**src/rtl/stack_sequencer_if.sv**
```systemverilog
// Single-beat bus between the stack sequencer (master) and memory (slave).
// Signal names keep the sequencer's _o/_i view so both ends read the same.
interface stack_sequencer_if #(
    parameter int WIDTH = 32
);
    logic             bus_cyc_o;
    logic             bus_stb_o;
    logic             bus_we_o;
    logic [WIDTH-1:0] bus_adr_o;
    logic [3:0]       bus_sel_o;
    logic [WIDTH-1:0] bus_dat_o;
    logic [WIDTH-1:0] bus_dat_i;
    logic             bus_ack_i;

    modport master (
        output bus_cyc_o, bus_stb_o, bus_we_o, bus_adr_o, bus_sel_o, bus_dat_o,
        input  bus_dat_i, bus_ack_i
    );

    modport slave (
        input  bus_cyc_o, bus_stb_o, bus_we_o, bus_adr_o, bus_sel_o, bus_dat_o,
        output bus_dat_i, bus_ack_i
    );
endinterface

```
**src/rtl/stack_sequencer.sv**
```systemverilog
// Load/store and push/pop sequencer: one request -> one bus beat -> one writeback cycle.
// Optional bus timeout enabled by defining STACKSEQ_TIMEOUT_EN.
module stack_sequencer #(
    parameter int                WIDTH  = 32,
    parameter int                COUNTP = 4,
    parameter logic [COUNTP-1:0] SPREG  = 4'd15
) (
    input  logic              clk_i,
    input  logic              rst_i,
    input  logic              supervisor,
    // Request handshake: a request is accepted on any edge where req_valid && req_ready.
    input  logic              req_valid,
    output logic              req_ready,
    input  logic [1:0]        req_op,
    input  logic [1:0]        req_size,
    input  logic [WIDTH-1:0]  req_addr,
    input  logic [WIDTH-1:0]  req_data,
    input  logic [COUNTP-1:0] req_reg,
    input  logic [WIDTH-1:0]  sp_cur,
    stack_sequencer_if.master bus,
    output logic [COUNTP-1:0] write_addr,
    output logic [WIDTH-1:0]  write_data,
    output logic [1:0]        write_en,
    output logic [WIDTH-1:0]  sp_data,
    output logic [1:0]        sp_en,
    output logic              done,
    output logic              fault,
    output logic [1:0]        state_dbg
);
    typedef enum logic [1:0] {IDLE = 2'd0, BUS = 2'd1, WB = 2'd2} state_t;

    localparam logic [1:0] OP_LOAD  = 2'd0;
    localparam logic [1:0] OP_STORE = 2'd1;
    localparam logic [1:0] OP_PUSH  = 2'd2;
    localparam logic [1:0] OP_POP   = 2'd3;
    localparam logic [1:0] SZ_BYTE  = 2'd1;
    localparam logic [1:0] SZ_HALF  = 2'd2;
    localparam logic [1:0] SZ_WORD  = 2'd3;

    state_t state_q, state_d;
    logic   fault_q, fault_d;

    logic [1:0]        op_q, size_q;
    logic [WIDTH-1:0]  adr_q, wdat_q, sp_q, rdat_q;
    logic [3:0]        sel_q;
    logic [COUNTP-1:0] reg_q;
    logic              sup_q;

    logic [1:0]       acc_size;
    logic [WIDTH-1:0] acc_addr, acc_wdat;
    logic [3:0]       acc_sel;
    logic             acc_misaligned;
    logic [7:0]       rd_byte;
    logic [15:0]      rd_half;
    logic [WIDTH-1:0] rd_val;

    // Decode of the request as presented; only meaningful while IDLE.
    always_comb begin
        acc_size = (req_op[1] || req_size == 2'd0) ? SZ_WORD : req_size;
        case (req_op)
            OP_PUSH: acc_addr = sp_cur - WIDTH'(4);
            OP_POP:  acc_addr = sp_cur;
            default: acc_addr = req_addr;
        endcase
        if (req_op[1]) begin
            acc_misaligned = (sp_cur[1:0] != 2'b00);
        end else begin
            case (acc_size)
                SZ_HALF: acc_misaligned = acc_addr[0];
                SZ_WORD: acc_misaligned = (acc_addr[1:0] != 2'b00);
                default: acc_misaligned = 1'b0;
            endcase
        end
        case (acc_size)
            SZ_BYTE: begin
                acc_sel  = 4'b1000 >> acc_addr[1:0];
                acc_wdat = {4{req_data[7:0]}};
            end
            SZ_HALF: begin
                acc_sel  = acc_addr[1] ? 4'b0011 : 4'b1100;
                acc_wdat = {2{req_data[15:0]}};
            end
            default: begin
                acc_sel  = 4'b1111;
                acc_wdat = req_data;
            end
        endcase
    end

`ifdef STACKSEQ_TIMEOUT_EN
    logic [7:0] tcnt_q;

    always_ff @(posedge clk_i) begin
        if (rst_i || state_q != BUS) tcnt_q <= 8'd0;
        else                         tcnt_q <= tcnt_q + 8'd1;
    end
`endif

    always_comb begin
        state_d = state_q;
        fault_d = 1'b0;
        case (state_q)
            IDLE: begin
                if (req_valid) begin
                    if (acc_misaligned) fault_d = 1'b1;
                    else                state_d = BUS;
                end
            end
            BUS: begin
                if (bus.bus_ack_i) begin
                    state_d = WB;
                end
`ifdef STACKSEQ_TIMEOUT_EN
                // 255th BUS cycle without ack: abandon the beat.
                else if (tcnt_q == 8'd254) begin
                    state_d = IDLE;
                    fault_d = 1'b1;
                end
`endif
            end
            WB:      state_d = IDLE;
            default: state_d = IDLE;
        endcase
    end

    always_ff @(posedge clk_i) begin
        if (rst_i) begin
            state_q <= IDLE;
            fault_q <= 1'b0;
            op_q    <= 2'd0;
            size_q  <= 2'd0;
            adr_q   <= '0;
            wdat_q  <= '0;
            sel_q   <= 4'd0;
            reg_q   <= '0;
            sp_q    <= '0;
            sup_q   <= 1'b0;
            rdat_q  <= '0;
        end else begin
            state_q <= state_d;
            fault_q <= fault_d;
            if (state_q == IDLE && req_valid) begin
                op_q   <= req_op;
                size_q <= acc_size;
                adr_q  <= acc_addr;
                wdat_q <= acc_wdat;
                sel_q  <= acc_sel;
                reg_q  <= req_reg;
                sp_q   <= sp_cur;
                sup_q  <= supervisor;
            end
            if (state_q == BUS && bus.bus_ack_i) rdat_q <= bus.bus_dat_i;
        end
    end

    // Big-endian lane select: address byte 0 lives in bits [31:24].
    always_comb begin
        case (adr_q[1:0])
            2'd0:    rd_byte = rdat_q[31:24];
            2'd1:    rd_byte = rdat_q[23:16];
            2'd2:    rd_byte = rdat_q[15:8];
            default: rd_byte = rdat_q[7:0];
        endcase
        rd_half = adr_q[1] ? rdat_q[15:0] : rdat_q[31:16];
        case (size_q)
            SZ_BYTE: rd_val = {{(WIDTH-8){1'b0}}, rd_byte};
            SZ_HALF: rd_val = {{(WIDTH-16){1'b0}}, rd_half};
            default: rd_val = rdat_q;
        endcase
    end

    always_comb begin
        bus.bus_cyc_o = (state_q == BUS);
        bus.bus_stb_o = (state_q == BUS);
        bus.bus_we_o  = (state_q == BUS) && (op_q == OP_STORE || op_q == OP_PUSH);
        bus.bus_adr_o = (state_q == BUS) ? adr_q  : '0;
        bus.bus_sel_o = (state_q == BUS) ? sel_q  : 4'd0;
        bus.bus_dat_o = (state_q == BUS) ? wdat_q : '0;
        req_ready     = (state_q == IDLE);
        done          = (state_q == WB);
        fault         = fault_q;
        state_dbg     = state_q;
        write_addr    = '0;
        write_data    = '0;
        write_en      = 2'd0;
        sp_data       = '0;
        sp_en         = 2'd0;
        if (state_q == WB) begin
            case (op_q)
                OP_LOAD: begin
                    write_en   = size_q;
                    write_addr = reg_q;
                    write_data = rd_val;
                end
                OP_PUSH: begin
                    sp_en   = 2'd3;
                    sp_data = adr_q;
                end
                OP_POP: begin
                    write_en   = 2'd3;
                    write_addr = reg_q;
                    write_data = rd_val;
                    // User-mode pop into the SP register: the loaded value must win.
                    if (!(reg_q == SPREG && !sup_q)) begin
                        sp_en   = 2'd3;
                        sp_data = sp_q + WIDTH'(4);
                    end
                end
                default: ;
            endcase
        end
    end
endmodule

```
**src/flat_wrapper.sv**
```systemverilog
// flat-port wrapper written by rule: the top's interface ports become plain ports
module stack_sequencer_flat 
#(
    parameter int                WIDTH  = 32,
    parameter int                COUNTP = 4,
    parameter logic [COUNTP-1:0] SPREG  = 4'd15
)
  (clk_i, rst_i, supervisor, req_valid, req_ready, req_op, req_size, req_addr, req_data, req_reg, sp_cur, write_addr, write_data, write_en, sp_data, sp_en, done, fault, state_dbg, bus_bus_cyc_o, bus_bus_stb_o, bus_bus_we_o, bus_bus_adr_o, bus_bus_sel_o, bus_bus_dat_o, bus_bus_dat_i, bus_bus_ack_i);
  stack_sequencer_if #(.WIDTH(WIDTH)) bus_i ();
  input  logic clk_i;
  input  logic rst_i;
  input  logic supervisor;
  input  logic req_valid;
  output logic req_ready;
  input  logic [1:0] req_op;
  input  logic [1:0] req_size;
  input  logic [WIDTH-1:0] req_addr;
  input  logic [WIDTH-1:0] req_data;
  input  logic [COUNTP-1:0] req_reg;
  input  logic [WIDTH-1:0] sp_cur;
  output logic [COUNTP-1:0] write_addr;
  output logic [WIDTH-1:0] write_data;
  output logic [1:0] write_en;
  output logic [WIDTH-1:0] sp_data;
  output logic [1:0] sp_en;
  output logic done;
  output logic fault;
  output logic [1:0] state_dbg;
  output wire logic [$bits(bus_i.bus_cyc_o)-1:0] bus_bus_cyc_o;
  output wire logic [$bits(bus_i.bus_stb_o)-1:0] bus_bus_stb_o;
  output wire logic [$bits(bus_i.bus_we_o)-1:0] bus_bus_we_o;
  output wire logic [$bits(bus_i.bus_adr_o)-1:0] bus_bus_adr_o;
  output wire logic [$bits(bus_i.bus_sel_o)-1:0] bus_bus_sel_o;
  output wire logic [$bits(bus_i.bus_dat_o)-1:0] bus_bus_dat_o;
  input wire logic [$bits(bus_i.bus_dat_i)-1:0] bus_bus_dat_i;
  input wire logic [$bits(bus_i.bus_ack_i)-1:0] bus_bus_ack_i;
  assign bus_bus_cyc_o = bus_i.bus_cyc_o;
  assign bus_bus_stb_o = bus_i.bus_stb_o;
  assign bus_bus_we_o = bus_i.bus_we_o;
  assign bus_bus_adr_o = bus_i.bus_adr_o;
  assign bus_bus_sel_o = bus_i.bus_sel_o;
  assign bus_bus_dat_o = bus_i.bus_dat_o;
  assign bus_i.bus_dat_i = bus_bus_dat_i;
  assign bus_i.bus_ack_i = bus_bus_ack_i;
  stack_sequencer #(.WIDTH(WIDTH), .COUNTP(COUNTP), .SPREG(SPREG)) u_core (.clk_i(clk_i), .rst_i(rst_i), .supervisor(supervisor), .req_valid(req_valid), .req_ready(req_ready), .req_op(req_op), .req_size(req_size), .req_addr(req_addr), .req_data(req_data), .req_reg(req_reg), .sp_cur(sp_cur), .bus(bus_i), .write_addr(write_addr), .write_data(write_data), .write_en(write_en), .sp_data(sp_data), .sp_en(sp_en), .done(done), .fault(fault), .state_dbg(state_dbg));
endmodule
```
**config.mk**
```make
export PLATFORM = sky130hd
export DESIGN_NAME = stack_sequencer_flat
export DESIGN_NICKNAME = d
export VERILOG_FILES = /design/src/rtl/stack_sequencer_if.sv /design/src/rtl/stack_sequencer.sv /design/src/flat_wrapper.sv
export SDC_FILE = /design/constraint.sdc
export NUM_CORES = 1
export LEC_CHECK = 0
export CAP_MARGIN = 20
export CORE_ASPECT_RATIO = 1.2
export CORE_MARGIN = 2
export CORE_UTILIZATION = 50
export CTS_CLUSTER_SIZE = 10
export DETAILED_ROUTE_END_ITERATION = 16
export GPL_ROUTABILITY_DRIVEN = 0
export PLACE_DENSITY = 0.9
export SETUP_SLACK_MARGIN = 0.1
export SKIP_CTS_REPAIR_TIMING = 1
export SLEW_MARGIN = 15
export SYNTH_ARGS = -nofsm -noshare
export SYNTH_HDL_FRONTEND = slang
export SYNTH_SLANG_ARGS = --single-unit
```
**constraint.sdc**
```tcl
create_clock -name clk_i -period 4.37 [get_ports clk_i]
set_input_delay 0.874 -clock clk_i [delete_from_list [all_inputs] [get_ports clk_i]]
set_output_delay 0.874 -clock clk_i [all_outputs]
set_load 0.03 [all_outputs]
```
# Word level (Yosys, flattened, before mapping)
# Index checks and enable logic that the tools add are counted.
# totals
regBits	144
in_bits	141
output_inout_bits	148
wordCells	80
# classes
addsub	2
n_eq_ne	18
n_shift	1
muxes	30
n_bitwise	2
reduce_logical	16
# op_table
operator	n
$pmux 32 s2	4
$mux 32	6
$add 32x3->32 const B	1
$sub 32x3->32 const B	1
$pmux 8 s3	1
$eq 2x2->1 const B	9
$mux 16	1
$mux 4	4
$mux 2	7
$pmux 2 s2	3
$eq 2x1->1 const B	5
$logic_not 2->1	4
$pmux 4 s2	1
$eq 4x4->1 const B	1
$logic_and 1x1->1	4
$ne 2x2->1 const B	2
$reduce_bool 2->1	2
$shr 4x2->4 const A	1
$reduce_and 3->1	1
$reduce_or 3->1	1
$logic_or 1x1->1	2
$mux 1	2
$ne 2x1->1 const B	1
$not 1->1	2
other kinds (3)	3

# Longest topological paths before layout
# Gate-level depths: netlist of the first run.
# depth
depth_word	9
mapped_depth	8
mapped_depth_nobuf	7

# Worst setup path after synthesis of the first run
# No wires, ideal clock.
# synth_timing
kind	reg2out
from	register u_core.state_q[1] (netlist: u_core.state_dbg[1])
to	output port sp_data[11]
arrival_ps	2630
required_time_ps	3496
slack_ps	866
path_stages_with_launch	7
n_path_buf	1
path_cell_list	dfxtp_1 -> nor2b_1 -> o21ai_1 -> inv_1 -> nand2_1 -> clkbuf_1 -> o21ai_0
# synth_between
elab_chain_len	2
# synth_rtl
element	line_no	rtl
start: declaration	stack_sequencer.sv:40	state_t state_q, state_d;
start signal: assignment	stack_sequencer.sv:140	state_q <= state_d;
$eq 2x2->1	-	
via done	flat_wrapper.sv:26	output logic done;
$mux 32	stack_sequencer.sv:188	if (state_q == WB) begin
end: declaration	flat_wrapper.sv:24	output logic [WIDTH-1:0] sp_data;
# The timed path passes the listed nets, and every way through them passes these cells.

# Worst setup path in the final report of the first run
# layout_timing
from	register u_core.sp_q[4]
to	output port sp_data[23]
# layout_between
elab_chain_len	4
# layout_rtl
element	line_no	rtl
start: declaration	stack_sequencer.sv:44	logic [WIDTH-1:0] adr_q, wdat_q, sp_q, rdat_q;
start signal: assignment	stack_sequencer.sv:149	sp_q <= sp_cur;
$add 32x3->32	stack_sequencer.sv:206	sp_data = sp_q + WIDTH'(4);
$mux 32	stack_sequencer.sv:204	if (!(reg_q == SPREG && !sup_q)) begin
$pmux 32 s2	stack_sequencer.sv:189	case (op_q)
$mux 32	stack_sequencer.sv:188	
# No other way between the ends.

==> flow_metrics.tcl, run 1 <==
set metrics [dict create \
    dr.max_layer_used "met5" \
    synth_area_mm2 0.00828 \
    maxCapViolCount 0 \
    synthCells 1128 \
    power.density_mw_per_mm2 305 \
    grt_pass1_vias 8897 \
    placementRows 51 \
    required_ns 3.50 \
    cts.sink_count 144 \
    synth_flop_cell "dfxtp_1" \
    grt_pass1_wl_um 46100 \
    antenna_found_initial 3 \
    ir_worst_vdd_uv 202 \
    dr_wl_met3_um 2620 \
    via_per_inst 5.87 \
    drt_iter0_markers 959 \
    dpl.hpwl_um 21100 \
    synth_top_area_share_pct 34.8 \
    portBuffers 288 \
    grt_overflow 0 \
    setup_viol 0 \
    dieWidth_um 121 \
    timing.fmax_ghz 0.253 \
    synth.largest_area_cell "dfxtp_1" \
    finalNetCount 1509 \
    synth_cell_types 60 \
    crit_type "reg -> out" \
    power_leakage_nw 4.12 \
    grt_setup_unrepaired "false" \
    final-hold-violation-count 0 \
    period_share_pct 90.6 \
    vias 9315 \
    core_area_mm2 0.0162 \
    cts_tree "yes" \
    synth-seq-cells 144 \
    finalCriticalPeriod_ns 3.96 \
    initial_core_util_pct 51.1 \
    wl_met2_um 14300 \
    ys_seq_area_share_pct 34.8 \
    synth_fp_nets 1276 \
    dieArea_mm2 0.0176 \
    synth.area.top_cells "dfxtp_1, nand2_1, a21oi_1" \
    path_cells "and4_1 > nand4_1 > nor4_1 > xnor2_1 > o21ai_0 > clkdlybuf4s50_1" \
    async_flop_share_pct 0 \
    post_drt_wl_per_cell_um 18.5 \
    route.detailed.drc 0 \
    cp-start-kind "register" \
    crit_arrival_ns 3.09 \
    synth-edff-count 0 \
    first_pass_iters 6 \
    dp_slack_ns 0.702 \
    path_clk_slew_ns 0.06 \
    grt_usage_pct 32.5 \
    grt_max_degree 91 \
    syn_avg_cell_area_um2 7.34 \
    max_slew_margin_pct 35.0 \
    synthToLayoutAreaGrowth_pct 43.3 \
    yosys_warnings 0 \
    drtAntennaViolNets 0 \
    min_path_type "reg -> reg" \
    slowest_stage "clkdlybuf4s50_1" \
    tightestPinTransition_ns 0.975 \
    fin_skew_ns 0.00575 \
    root_buffer "clkbuf_16" \
    cpPeakStageDelay_ns 0.71 \
    cts_buffer_depth 2 \
    htree_levels 4 \
    cts_buffers 17 \
    layout-drive-gt1-share_pct 5.97 \
    path_max_fanout 10 \
    met1Wirelength_um 11000 \
    drv_slew 0 \
    drt-total-wl_um 29300 \
    insertion_delay_ns 0.42 \
    outcome "complete, no violations" \
    cp-end-kind "primary output" \
    ios 289 \
    die_y_um 145 \
    layout_setup_ws_ns 0.410 \
    fin_tns_setup_ns 0 \
]
-- per-stage QoR --
step | utilization (%) | hold WS, ns | std cells | power (mW) | cell area, um^2
4_1_cts | 73.0 | 0.448 | 1584 | 3.61 | 11800
3_3_place_gp | 69.2 | 0.435 | 1552 | 2.11 | 11200
2_1_floorplan | - | 0.427 | 1128 | 1.83 | 8280
5_1_grt | 73.2 | 0.463 | 1587 | 3.74 | 11900
3_5_place_dp | 69.2 | 0.441 | 1552 | 2.13 | 11200
6_report | 73.2 | 0.444 | 1588 | 3.62 | 11900
-- power by group --
group	internal (mW)	switching, mW	leakage (nW)	total, mW
Combinational	0.286	0.350	2.66	0.636
Sequential	1.40	0.0792	1.18	1.48
Clock	0.913	0.588	0.281	1.50
Total	2.60	1.02	4.12	3.62
-- registers in the layout (all words and copies together) (netlist names) --
register and cells:
u_core.sel_q 4, u_core.size_q 2, u_core.rdat_q 32, u_core.reg_q 4, u_core.state_dbg 2, u_core.sup_q 1, u_core.adr_q 32, u_core.wdat_q 32
u_core.op_q 2, u_core.sp_q 32, u_core.fault 1
-- synthesized netlist by cell type, types with 4 or more instances --
cell      number
a211oi_1      16
a21oi_1      119
a221oi_1       4
a222oi_1       7
a22o_1         7
a22oi_1        9
a311oi_1      14
a31oi_1        4
and2_1        80
and3_1        28
and4_1         6
buf_1          7
clkbuf_1      84
dfxtp_1      144
ha_1           7
inv_1         17
mux2_2         8
mux2i_1       10
nand2_1      245
nand2b_1       5
nand3_1       13
nand4_1        7
nor2_1        71
nor2b_1        6
nor3_1        22
nor3_2         4
nor4_1        11
o211ai_1       4
o21ai_0       49
o21ai_1        5
o221ai_1       8
o22a_1         8
o22ai_1        5
or3_1          7
xnor2_1       40
xor2_1        12
-- path summary, 6_finish.rpt --
check                              startpoint                        endpoint  slack, ns  cells after the start
max               u_core.sp_q[4]$_SDFFE_PP0P_                     sp_data[23]       0.41                      6
min            u_core.wdat_q[28]$_SDFFE_PP0P_  u_core.wdat_q[28]$_SDFFE_PP0P_       0.44                      2
max reg2reg  u_core.state_dbg[1]$_SDFFE_PP0P_  u_core.wdat_q[25]$_SDFFE_PP0P_       2.17                      5
min reg2reg    u_core.wdat_q[28]$_SDFFE_PP0P_  u_core.wdat_q[28]$_SDFFE_PP0P_       0.44                      2
-- kinds of logic (layout without fill, tap and decap cells) --
kind of cell    Yosys count  count (layout)  share of synthesized area [%]
simple gates            519             519                           30.2
compound gates          276             276                           20.8
flops                   144             144                           34.8
buf+inv                 112             358                           5.27
xor+xnor                 52              52                           5.50
mux                      18              18                           2.30
fa+ha+maj                 7               7                           1.06
other cells               0               2                              0
-- layer usage --
layer,global-route usage [%],vias to the layer above
met4,14.5,2
met5,0,-
met3,7.78,106
met2,55.1,511
met1,38.7,4320
li1,-,4376
-- cell usage in the layout, fill, tap and decap left out, types with 5 or more instances in the layout --
cell type | synthesis | routed
clkinvlp_4 | 0 | 5
mux2i_1 | 10 | 10
or3_1 | 7 | 7
clkdlybuf4s50_1 | 0 | 286
dfxtp_1 | 144 | 144
inv_1 | 17 | 17
o21ai_1 | 5 | 5
nor2_1 | 71 | 71
nand3_1 | 13 | 13
a211oi_1 | 16 | 16
a21oi_1 | 119 | 118
nor4_1 | 11 | 11
o22a_1 | 8 | 8
clkbuf_16 | 0 | 17
mux2_2 | 8 | 8
and4_1 | 6 | 6
buf_4 | 2 | 19
xor2_1 | 12 | 12
a22oi_1 | 9 | 9
a22o_1 | 7 | 7
xnor2_1 | 40 | 40
o21ai_0 | 49 | 49
nand2b_1 | 5 | 5
ha_1 | 7 | 7
nand4_1 | 7 | 7
and2_1 | 80 | 79
nor3_1 | 22 | 22
nand2_1 | 245 | 243
o221ai_1 | 8 | 8
and3_1 | 28 | 28
a222oi_1 | 7 | 7
a311oi_1 | 14 | 14
o22ai_1 | 5 | 5
-- cell type report --
class	instances	area (um^2)
clock buffers	19	443
well taps	212	265
flip-flops and latches	144	2880
diodes	2	5.00
fillers	1297	4340
repair buffers	309	3060
inverters	17	63.8
clock inverters	13	164
multi-input cells	872	4980
-- critical path: cells and delay by family (launching register included) --
kind,cells,cell delay (ns)
buffers and inverters,1,0.71
and+or+nand+nor,3,1.25
xor gates and xnor gates,1,0.10
AOI/OAI and AO/OA,1,0.19
DFF,1,0.42
No activity file was read; power rests on OpenSTA's default activity.
==> inputs of run 2 (changes only) <==
--- a/config.mk
+++ b/config.mk
@@ -7,12 +7,12 @@
 export LEC_CHECK = 0
 export CAP_MARGIN = 20
 export CORE_ASPECT_RATIO = 1.2
-export CORE_MARGIN = 2
-export CORE_UTILIZATION = 50
+export CORE_MARGIN = 3
+export CORE_UTILIZATION = 42
 export CTS_CLUSTER_SIZE = 10
 export DETAILED_ROUTE_END_ITERATION = 16
 export GPL_ROUTABILITY_DRIVEN = 0
-export PLACE_DENSITY = 0.9
+export PLACE_DENSITY = 0.81
 export SETUP_SLACK_MARGIN = 0.1
 export SKIP_CTS_REPAIR_TIMING = 1
 export SLEW_MARGIN = 15
==> constraint.sdc (replaced) <==
create_clock -name clk_i -period 3.5 [get_ports clk_i]
set_input_delay 0.7 -clock clk_i [delete_from_list [all_inputs] [get_ports clk_i]]
set_output_delay 0.7 -clock clk_i [all_outputs]
set_load 0.03 [all_outputs]
==> flow_metrics.tcl, run 2 (synthesis results as in run 1) <==
set metrics [dict create \
    dieWidth_um 134 \
    portBuffers 288 \
    power_leakage_nw 4.29 \
    timing.rr.start "u_core.state_dbg[1]$_SDFFE_PP0P_" \
    fin_tns_setup_ns 0 \
    cp-startpoint "u_core.size_q[0]$_SDFFE_PP0P_" \
    layout-drive-gt1-share_pct 9.39 \
    cts_buffer_depth 2 \
    cts_buffers 17 \
    path_clk_slew_ns 0.06 \
    use_met1_pct 32.2 \
    crit_path_end "write_data[23]" \
    route.detailed.drc 0 \
    reg2reg_depth 5 \
    tightestPinTransition_ns 0.778 \
    crit_type "reg -> out" \
    outcome "complete, no violations" \
    grt_pass1_wl_um 46900 \
    cpPeakStageDelay_ns 0.68 \
    first_pass_iters 7 \
    dpl_cell_area_mm2 0.0113 \
    finalCriticalPeriod_ns 3.25 \
    cts.sink_count 144 \
    grt_pass1_vias 8842 \
    final_core_util_pct 62.6 \
    drv_slew 0 \
    ios 289 \
    gr-usage-met3_pct 6.02 \
    ir_worst_vdd_uv 338 \
    max_slew_margin_pct 48.0 \
    net-switching-power_mw 1.25 \
    worstHoldStart "u_core.wdat_q[7]$_SDFFE_PP0P_" \
    drt_iter0_markers 736 \
    internal_power_mw 3.39 \
    dpl.hpwl_um 21800 \
    hold_slack_ns 0.452 \
    core_area_mm2 0.0191 \
    vias 9234 \
    root_buffer "clkbuf_16" \
    combinationalPowerShare_pct 17.4 \
    reg2reg_setup_slack_ns 1.09 \
    min_path_type "reg -> reg" \
    final-hold-violation-count 0 \
    path_max_fanout 15 \
    cts_tree "yes" \
    grt.busiest_layer "met2" \
    num_antenna_cells 0 \
    path_cells "inv_1 > ha_1 > buf_4 > and3_1 > clkdlybuf4s50_1" \
    via_per_inst 5.63 \
    power.density_mw_per_mm2 387 \
    p_sw_share_pct 26.9 \
    antenna_found_initial 3 \
    cp-end-kind "primary output" \
    die_y_um 160 \
    grt_max_degree 57 \
    grt_setup_unrepaired "false" \
    final_cell_mix "clkdlybuf4s50_1, nand2_1, dfxtp_1" \
    post_drt_wl_per_cell_um 18.5 \
    crit_arrival_ns 2.55 \
    slowest_stage "clkdlybuf4s50_1" \
    pwr-share-clk_pct 42.9 \
    placementRows 55 \
    seq_power_share_pct 39.7 \
    finish.instance_area_mm2 0.0120 \
    grt_overflow 0 \
    finalNetCount 1520 \
    timing.fmax_ghz 0.307 \
    final_common_cell "clkdlybuf4s50_1" \
    htree_levels 4 \
    synthToLayoutAreaGrowth_pct 44.6 \
    required_ns 2.80 \
    r2r-end "u_core.adr_q[14]$_SDFFE_PP0P_" \
    drtAntennaViolNets 0 \
    grt_util_met2_pct 46.9 \
    setup_viol 0 \
    maxCapViolCount 0 \
    insertion_delay_ns 0.42 \
    fin_skew_ns 0.0113 \
    initial_core_util_pct 43.3 \
    dieArea_mm2 0.0214 \
    cp-start-kind "register" \
    drt-total-wl_um 30300 \
    grt_usage_pct 27.0 \
    period_share_pct 93.0 \
]
==> run 2: cell types whose count changed in the layout (fill, tap and decap cells not counted), sizes merged <==
cell | previous run | this run
inv | 17 | 18
clkdlybuf4s50 | 286 | 247
buf | 23 | 73
bufinv | 3 | 4
clkinv | 5 | 2
clkbuf | 19 | 24
diode | 2 | 0
clkinvlp | 5 | 1
==> run 2: stage by stage <==
stage | cells | setup slack, ns | total power [mW]
detailed placement | 1604 | 0.337 | 2.67
global placement | 1604 | 0.452 | 2.65
floorplan | 1128 | 0.170 | 2.28
global route | 1641 | 0.105 | 4.80
finish | 1641 | 0.246 | 4.63
CTS | 1636 | 0.116 | 4.63
==> run 2: final cells by class <==
cell class / count / area [um^2]
flip-flops and latches: 144 / 2880
fillers: 1705 / 7160
clock buffers: 24 / 492
multi-input cells: 872 / 4990
repair buffers: 320 / 3080
well taps: 256 / 320
clock inverters: 8 / 150
inverters: 17 / 63.8
==> run 2: critical path, delay by kind of cell, from the launching register on <==
family                     cells  cell delay, ns
and+or+nand+nor                1            0.21
DFF                            1            0.37
adders and majority gates      1            0.54
buffers and inverters          3            1.01
==> run 2: how the worst min path moves through the flow <==
stage,end,slack [ns],depth (start not counted)
5_1_grt,u_core.wdat_q[31]$_SDFFE_PP0P_,0.48,2
3_5_place_dp,u_core.wdat_q[7]$_SDFFE_PP0P_,0.44,2
6_report,u_core.wdat_q[7]$_SDFFE_PP0P_,0.45,2
3_3_place_gp,u_core.wdat_q[31]$_SDFFE_PP0P_,0.44,2
2_1_floorplan,u_core.wdat_q[24]$_SDFFE_PP0P_,0.43,2
4_1_cts,u_core.wdat_q[7]$_SDFFE_PP0P_,0.45,2
==> run 2: metal layers <==
metal	part of all wire, %	vias to the layer above
met5	0.15	-
met3	7.6	80
met4	3.5	6
li1	-	4393
met2	50	476
met1	39	4279
==> run 2: power by group through the flow <==
stage | Sequential, mW | Combinational, mW | Clock, mW
floorplan | 1.84 | 0.443 | 0
global placement | 1.87 | 0.782 | 0
global route | 1.85 | 0.871 | 2.07
CTS | 1.84 | 0.798 | 2.00
detailed placement | 1.87 | 0.794 | 0
finish | 1.84 | 0.806 | 1.99
